===== config.mk =====
export PLATFORM = sky130hd
export DESIGN_NAME = cw_gap_decoder
export DESIGN_NICKNAME = d
export VERILOG_FILES = /design/src/rtl/cw_gap_decoder.sv
export SDC_FILE = /design/constraint.sdc
export NUM_CORES = 1
export LEC_CHECK = 0
export BUFFER_PORTS_ARGS = -buffer_cell sky130_fd_sc_hd__buf_2
export CELL_PAD_IN_SITES_DETAIL_PLACEMENT = 2
export CELL_PAD_IN_SITES_GLOBAL_PLACEMENT = 2
export CORE_MARGIN = 3
export CORE_UTILIZATION = 42
export CTS_BUF_LIST = sky130_fd_sc_hd__clkbuf_4 sky130_fd_sc_hd__clkbuf_8
export DETAILED_ROUTE_END_ITERATION = 10
export GPL_ROUTABILITY_DRIVEN = 0
export PLACE_DENSITY = 0.82
export SYNTH_ARGS = -nofsm -noshare
export SYNTH_HDL_FRONTEND = slang
export SYNTH_SLANG_ARGS = --single-unit

===== constraint.sdc =====
create_clock -name clk -period 10 [get_ports clk]
set_clock_uncertainty 0.1 [all_clocks]
set_input_delay 1 -clock clk [delete_from_list [all_inputs] [get_ports clk]]
set_output_delay 1 -clock clk [all_outputs]
set_load 0.02 [all_outputs]

===== src/rtl/cw_gap_decoder.sv =====
// rtl/cw_gap_decoder.sv - constant-weight gap list to serial binary decoder (recursive Golomb-Rice)
//
// Purpose:
//   Holds the T gap values of one constant-weight word (length 2^CW_W) and
//   turns them back into the serial binary message. Gap k is split with a
//   Rice parameter u derived from the remaining word length and weight:
//     u = max(0, msb(n_rem) - msb(t_rem)), q = gap >> u, r = gap mod 2^u
//   and is sent as q ones, a single zero, then the u bits of r MSB first.
//
// Ports:
//   clk       in   rising-edge clock
//   rst_b     in   synchronous active-low reset
//   start     in   pulse in IDLE to decode the loaded block
//   msg_bype  in   gap value to store (CW_W bits)
//   wr_en     in   write strobe for msg_bype, honoured in IDLE only
//   bin_msg   out  serial message bit (0 whenever msg_rdy is low)
//   msg_rdy   out  bin_msg carries a message bit this cycle
//   msg_done  out  one-cycle pulse after the last bit of a block
module cw_gap_decoder #(
    parameter int CW_W = 16,
    parameter int T    = 9
) (
    input  logic            clk,
    input  logic            rst_b,
    input  logic            start,
    input  logic [CW_W-1:0] msg_bype,
    input  logic            wr_en,
    output logic            bin_msg,
    output logic            msg_rdy,
    output logic            msg_done
);

    localparam int PTR_W = $clog2(T + 1);
    localparam int K_W   = (T > 1) ? $clog2(T) : 1;
    localparam int MSB_W = $clog2(CW_W + 2);

    localparam logic [PTR_W-1:0] PTR_FULL = PTR_W'(T);
    localparam logic [K_W-1:0]   K_LAST   = K_W'(T - 1);
    localparam logic [CW_W:0]    N_INIT   = {1'b1, {CW_W{1'b0}}};
    localparam logic [MSB_W-1:0] U_MAX    = MSB_W'(CW_W);

    typedef enum logic [2:0] {
        S_IDLE,
        S_SETUP,
        S_UNARY,
        S_ZERO,
        S_REM,
        S_DONE
    } state_t;

    state_t           state_q;
    logic [PTR_W-1:0] ptr_q;
    logic [CW_W-1:0]  buf_q [T];
    logic [CW_W:0]    n_rem_q;
    logic [PTR_W-1:0] t_rem_q;
    logic [K_W-1:0]   k_q;
    logic [MSB_W-1:0] u_q;
    logic [CW_W-1:0]  q_cnt_q;
    logic [CW_W-1:0]  r_sh_q;
    logic             bin_msg_q;
    logic             msg_rdy_q;
    logic             msg_done_q;

    // floor(log2 x); returns 0 for x == 0, which only arises for invalid
    // input after n_rem wraps and then simply forces u to 0.
    function automatic logic [MSB_W-1:0] msb_of(input logic [CW_W:0] x);
        logic [MSB_W-1:0] pos;
        pos = '0;
        for (int i = 0; i <= CW_W; i++) begin
            if (x[i]) begin
                pos = MSB_W'(i);
            end
        end
        return pos;
    endfunction

    logic [CW_W-1:0]  gap;
    logic [MSB_W-1:0] msb_n;
    logic [MSB_W-1:0] msb_t;
    logic [MSB_W-1:0] u_d;
    logic [MSB_W-1:0] r_shift;
    logic [CW_W-1:0]  q_d;
    logic [CW_W-1:0]  r_sh_d;
    logic [CW_W:0]    n_rem_d;
    logic             last_gap;

    always_comb begin
        gap      = buf_q[k_q];
        msb_n    = msb_of(n_rem_q);
        msb_t    = msb_of((CW_W + 1)'(t_rem_q));
        u_d      = (msb_n > msb_t) ? (msb_n - msb_t) : '0;
        r_shift  = U_MAX - u_d;
        q_d      = gap >> u_d;
        // Left-justify the remainder so REM can always emit the MSB and
        // shift; the top u bits are exactly gap mod 2^u.
        r_sh_d   = gap << r_shift;
        n_rem_d  = n_rem_q - {1'b0, gap} - (CW_W + 1)'(1);
        last_gap = (k_q == K_LAST);
    end

    always_ff @(posedge clk) begin
        if (!rst_b) begin
            state_q    <= S_IDLE;
            ptr_q      <= '0;
            n_rem_q    <= '0;
            t_rem_q    <= '0;
            k_q        <= '0;
            u_q        <= '0;
            q_cnt_q    <= '0;
            r_sh_q     <= '0;
            bin_msg_q  <= 1'b0;
            msg_rdy_q  <= 1'b0;
            msg_done_q <= 1'b0;
            for (int i = 0; i < T; i++) begin
                buf_q[i] <= '0;
            end
        end else begin
            bin_msg_q  <= 1'b0;
            msg_rdy_q  <= 1'b0;
            msg_done_q <= 1'b0;

            case (state_q)
                S_IDLE: begin
                    // Writes stop at T entries; the pointer never wraps.
                    if (wr_en && (ptr_q < PTR_FULL)) begin
                        buf_q[ptr_q] <= msg_bype;
                        ptr_q        <= ptr_q + PTR_W'(1);
                    end
                    if (start) begin
                        n_rem_q <= N_INIT;
                        t_rem_q <= PTR_FULL;
                        k_q     <= '0;
                        state_q <= S_SETUP;
                    end
                end

                S_SETUP: begin
                    u_q     <= u_d;
                    q_cnt_q <= q_d;
                    r_sh_q  <= r_sh_d;
                    state_q <= (q_d != '0) ? S_UNARY : S_ZERO;
                end

                S_UNARY: begin
                    bin_msg_q <= 1'b1;
                    msg_rdy_q <= 1'b1;
                    q_cnt_q   <= q_cnt_q - CW_W'(1);
                    if (q_cnt_q == CW_W'(1)) begin
                        state_q <= S_ZERO;
                    end
                end

                S_ZERO: begin
                    bin_msg_q <= 1'b0;
                    msg_rdy_q <= 1'b1;
                    if (u_q != '0) begin
                        state_q <= S_REM;
                    end else begin
                        n_rem_q <= n_rem_d;
                        t_rem_q <= t_rem_q - PTR_W'(1);
                        k_q     <= k_q + K_W'(1);
                        state_q <= last_gap ? S_DONE : S_SETUP;
                    end
                end

                S_REM: begin
                    bin_msg_q <= r_sh_q[CW_W-1];
                    msg_rdy_q <= 1'b1;
                    r_sh_q    <= r_sh_q << 1;
                    u_q       <= u_q - MSB_W'(1);
                    if (u_q == MSB_W'(1)) begin
                        n_rem_q <= n_rem_d;
                        t_rem_q <= t_rem_q - PTR_W'(1);
                        k_q     <= k_q + K_W'(1);
                        state_q <= last_gap ? S_DONE : S_SETUP;
                    end
                end

                S_DONE: begin
                    msg_done_q <= 1'b1;
                    ptr_q      <= '0;
                    state_q    <= S_IDLE;
                end

                default: begin
                    state_q <= S_IDLE;
                end
            endcase
        end
    end

    assign bin_msg  = bin_msg_q;
    assign msg_rdy  = msg_rdy_q;
    assign msg_done = msg_done_q;

endmodule


* After elaboration in Yosys (flattened, before gate mapping)
Memories as Yosys holds them, arrays and structs flattened. A register that Yosys moved wholly into a read port is not among the register bits.
Cells that the tools add are included.
** Storage, ports and cells
- Register bits after elaboration :: 72
- RAM bits :: 144
- Input bits :: 20
- Output and inout port bits :: 3
- Word-level logic and storage cells :: 108
- Memories kept :: 1
** Cells by class
- Add/subtract/negate cells :: 9
- Magnitude comparators :: 2
- Equal/unequal tests :: 13
- Shift operators :: 2
- Muxes and demuxes :: 57
- Reduce and logical (&&, ||, !) cells :: 13
** Memories
- buf_q :: depth 9, bits a word 16, read ports 1, clocked after memory_dff 1, wr ports 9, RTL line 53 : logic [CW_W-1:0] buf_q [T];
** Operators by type and width (count)
- 2-to-1 mux 5 bit :: 17
- one-hot mux 16 bit (2 select lines) :: 2
- 2-to-1 mux 17 bit :: 3
- one-hot mux 17 bit (3 select lines) :: 1
- 2-to-1 mux 4 bit :: 10
- one-hot mux 4 bit (3 select lines) :: 2
- subtractor 17 x 1 -> 17 bit, second input constant :: 1
- subtractor 17 x 16 -> 17 bit :: 1
- equality test 16 x 1 -> 1 bit, second input constant :: 1
- 2-to-1 mux 16 bit :: 1
- nonzero test 16 bit :: 1
- OR reduction 16 bit :: 1
- left shift 16 x 5 -> 16 bit :: 1
- >> shifter 16 x 5 -> 16 bit :: 1
- subtractor 16 x 1 -> 16 bit, second input constant :: 1
- 2-to-1 mux 3 bit :: 5
- one-hot mux 3 bit (5 select lines) :: 1
- 2-to-1 mux 1 bit :: 11
- != test 2 bit, second input constant :: 5
- one-hot mux 5 bit (2 select lines) :: 1
- adder 4 x 1 -> 4 bit, second input constant :: 2
- one-hot mux 4 bit (2 select lines) :: 1
- equality test 3 x 2 -> 1 bit, second input constant :: 2
- equality test 3 bit, second input constant :: 2
- 20 further kinds :: 22

* Depth between registers and ports, before layout
- Word-level depth :: 22
- Mapped depth :: 23
- Mapped depth without buffers :: 22

* Least setup slack after synthesis
No wires, ideal clock.
- Kind :: register -> register
- From :: reg n_rem_q[2]
- To :: reg r_sh_q[8]
- Setup time :: 0.128 ns
- Arrival :: 4.132 ns
- Data required time :: 9.772 ns
- Slack :: 5.641 ns
- Stages on the path, launching flop included :: 24
- Buffers on the path :: 3
- Path through :: dfxtp_1 nand2b_1 a21oi_1 o21bai_1 a21oi_1 o21bai_1 a21oi_1 nor2_1 nor2_1 o21ai_0 ha_1 nand2_1 o21ai_0 a31oi_2 inv_2 buf_2 ha_1 clkbuf_1 buf_1 mux2i_1 mux2i_1 o21ai_1 a222oi_1 nor2_1
** On the way
- Word-level cells in the longest chain between the ends :: 20
- Elaborated cells on any way between the ends :: 21
- Classes of those cells :: add/sub (2); order compare (1); shift (1); mux (17)
** RTL lines
- start: declaration :: RTL line 54 : logic [CW_W:0] n_rem_q;
- start signal: assignment :: RTL line 159 : n_rem_q <= n_rem_d;
- start signal: assignment :: RTL line 172 : n_rem_q <= n_rem_d;
- 2-to-1 mux 2 bit (*) :: RTL line 70 : if (x[i]) begin
- 2-to-1 mux 5 bit (*) (14 in a row) :: RTL line 70
- subtractor 5 bit / greater-than comparator 5 bit (equally long branches) :: RTL line 91 : u_d = (msb_n > msb_t) ? (msb_n - msb_t) : '0;
- 2-to-1 mux 5 bit (*) :: RTL line 91
- subtractor 5 bit (*) :: RTL line 92 : r_shift = U_MAX - u_d;
- left shift 16 x 5 -> 16 bit (*) :: RTL line 96 : r_sh_d = gap << r_shift;
- one-hot mux 16 bit (2 select lines) (*) :: RTL line 122 : case (state_q)
- end signal: assignment :: RTL line 140 : r_sh_q <= r_sh_d;
- end signal: assignment :: RTL line 169 : r_sh_q <= r_sh_q << 1;
- end: declaration :: RTL line 59 : logic [CW_W-1:0] r_sh_q;
Mark *: on every way between the ends. The rest lies on a longest branch, timed or not.
A chain may end at the register's enable or synchronous reset.

==> summary.md <==
| Metric | Value |
|---|---|
| Crit. End Element | `register` |
| Max IR drop VDD | `approximately 0.13 mV` |
| Site row count | `71` |
| GR Layer Usage met3 | `3.85%` |
| Hold WS | `approximately 0.39 ns` |
| Starting Density | `roughly 43%` |
| Arrival @ worst endpoint | `roughly 6.1 ns` |
| Layout Nets | `about 1500` |
| Htree depth | `2` |
| M2 GR Usage | `a little under half` |
| Post-CTS sizing | `0` |
| DRT antenna net count | `0` |
| Busiest grt layer | `met2` |
| Syn_area_per_cell | `12.5 um2` |
| Fill cells | `3778` |
| Yosys reg bits | `between 300 and 400` |
| PD cells | `~240 nW/um2` |
| Clock-pin slew on the worst setup and hold paths | `approximately 0.060 ns` |
| Worst Path Max Fanout | `38` |
| Critical path class | `register to register` |
| # diodes | `0` |
| Count of final max-slew check failures | `0` |
| Clk root buf | `clkbuf_8` |
| Max Cap Violations | `0` |
| Layout cells sized above 1 | `between 10% and 20%` |
| Vias | `11657` |
| Lkg Pwr | `between 6 and 7 nW` |
| Post-synthesis sequential area ratio | `55.9%` |
| Post-synthesis cell area | `between 15000 and 20000 um2` |
| # setup viols final | `0` |
| Die area | `around 42000 um2` |
| First-pass GRT wire length | `approximately 81000 um` |
| Warnings, synthesis | `0` |
| CTS Buf Count | `between 50 and 60` |
| Worst-Margin Slew | `~1.2 ns` |
| Mapped Cells | `between 1000 and 1500` |
| Final wirelength | `52800 um` |
| Placed insts | `~1900` |
| Max Freq | `about 0.18 GHz` |
| Finished Layout Cells | `roughly 2000` |
| Met1 Usage GRT | `a little under a third` |
| Top Ports | `23` |
| Residual DRC | `0` |
| Fin. Hold Viols | `0` |
| First DRT Iteration DRCs | `about 770` |
| Fin crit period | `~5.6 ns` |
| Port-buffer cells | `22` |
| GRT Total Usage | `between 20% and 30%` |
| CTS tree | `built` |
| Most common cell after layout, fill and taps aside | `edfxtp_1` |
| Placed cell areas | `17500 um2` |
| Vias in the first global route | `13019` |
| Final core occ | `48.7%` |
| Pre-antenna DRT Iters | `5` |
| Design area | `between 15000 and 20000 um2` |
| Post-CTS Setup Inserts | `0` |
| Largest net degree at the start of global routing | `39` |
| Dpl hpwl | `34800 um` |
| Outcome | `completed` |
| Hold crit path type | `register to register` |
| Routed length per instance | `~27 um` |
| Pre-CTS setup slack | `approximately 4.4 ns` |
| Final WS setup | `approximately 4.4 ns` |
| Die X | `a little over 200 um` |
| Critical Path RT | `roughly 10 ns` |
| Unique cell type count in the Yosys netlist | `slightly above 80` |
| Initial antenna violation count | `0` |
| Die Ht | `between 200 and 250 um` |
| Ys flop type | `edfxtp_1` |
| EDFF count, synth | `roughly 260` |
| Overall Power | `4.45 mW` |
| Final period util | `about 56%` |
| RSZ-0062 raised after global routing | `no` |
| Total gr overflow | `0` |
| Max-slew headroom | `17.3%` |
| Hold Buf Count CTS | `0` |
| TNS Setup | `0 ns` |
| CP startpoint kind | `register` |
| Total core area | `between 30000 and 40000 um2` |
| Post-synthesis async set-or-reset flop share | `0%` |
| Most frequent cells in the layout | `256 x edfxtp_1, 153 x and2_1, 109 x nor2_1` |
| Synthesis-to-finish area growth | `12.8%` |
| Insertion delay to the later sink of the worst-skew pair | `0.67 ns` |
| CTS Buffer Depth | `3` |
| Mean number of vias per cell | `approximately 5.9` |
| CTS Sinks | `between 300 and 400` |
==> worst max-delay path: stages, from the launching register on <==
cell and delay (ns):
dfxtp_4 0.72, buf_4 0.72, mux4_2 0.60, a22oi_1 0.24, nand2_1 0.15, inv_1 0.10, ha_1 0.19, inv_1 0.07
fa_1 0.38, nor2b_1 0.21, o21ai_0 0.14, a21boi_0 0.43, o211ai_1 0.19, a21o_1 0.23, a311oi_1 0.35, o211ai_1 0.18
a41o_1 0.26, a211oi_1 0.21
==> state kept, by name, indices dropped and copies added, names as in the netlist, named ones only <==
name / count
bin_msg: 1
r_sh_q: 16
buf_q: 256
n_rem_q: 17
state_q: 3
k_q: 4
u_q: 5
ptr_q: 4
q_cnt_q: 16
msg_done: 1
t_rem_q: 4
msg_rdy: 1
==> per-layer routing <==
metal,wire (um),part of all wire [%],vias up
met5,0,0,-
met4,2040,3.9,0
met3,2350,4.5,122
met2,27300,52,277
met1,21100,40,6066
li1,-,-,5192
==> path summary, 6_finish.rpt <==
| path | from | to | slack (ns) | cells past startpoint |
|---|---|---|---|---|
| max reg2reg | register | n_rem_q[16]$_SDFFE_PN0P_ | 4.37 | 17 |
| min | n_rem_q[0]$_SDFFE_PN0P_ | n_rem_q[0]$_SDFFE_PN0P_ | 0.39 | 2 |
| min reg2reg | n_rem_q[0]$_SDFFE_PN0P_ | n_rem_q[0]$_SDFFE_PN0P_ | 0.39 | 2 |
| max | register | n_rem_q[16]$_SDFFE_PN0P_ | 4.37 | 17 |
==> cell type report <==
class	count	area (um2)	area share, %
flip-flops and latches	332	9210	49.5
multi-input cells	943	7090	38.1
clock buffers	85	1020	5.48
well taps	511	639	3.44
repair buffers	59	388	2.09
inverters	41	154	0.828
clock inverters	18	96.3	0.518
==> Yosys cell counts (9+ instances only) <==
| cell type | instances | area [um2] |
|---|---|---|
| edfxtp_1 | 256 | 7690 |
| and2_1 | 153 | 957 |
| nor2_1 | 110 | 413 |
| nand2_1 | 77 | 289 |
| dfxtp_1 | 76 | 1520 |
| mux4_2 | 60 | 1350 |
| clkbuf_1 | 53 | 199 |
| a21oi_1 | 51 | 255 |
| o21ai_0 | 45 | 225 |
| inv_1 | 37 | 139 |
| a22oi_1 | 35 | 263 |
| mux2i_1 | 35 | 350 |
| ha_1 | 32 | 400 |
| nor3_1 | 28 | 140 |
| nand3_1 | 16 | 80.1 |
| a31oi_1 | 15 | 93.8 |
| xnor2_1 | 15 | 131 |
| mux2_2 | 11 | 124 |
| o211ai_1 | 10 | 75.1 |
| o22ai_1 | 10 | 62.6 |
| a211oi_1 | 9 | 67.6 |
| nand2b_1 | 9 | 56.3 |
==> where the power goes <==
part	switching, mW	internal [mW]	leakage (nW)	total [mW]
clock network	0.588	0.652	0.595	1.24
registers	0.0867	1.60	3.17	1.69
logic	0.999	0.517	3.11	1.52
==> logic make-up after synthesis <==
logic type,count (synthesis),synth area share [%]
AND/OR/NAND/NOR,447,14.1
multiplexers,111,11.9
other,1,0.0227
AO/OA/AOI/OAI,267,11.6
flip-flops,332,55.9
buffers and inverters,112,2.80
adder cells (fa/ha/maj),34,2.67
XOR/XNOR,20,1.06
Power figures use the tool's default switching activity.
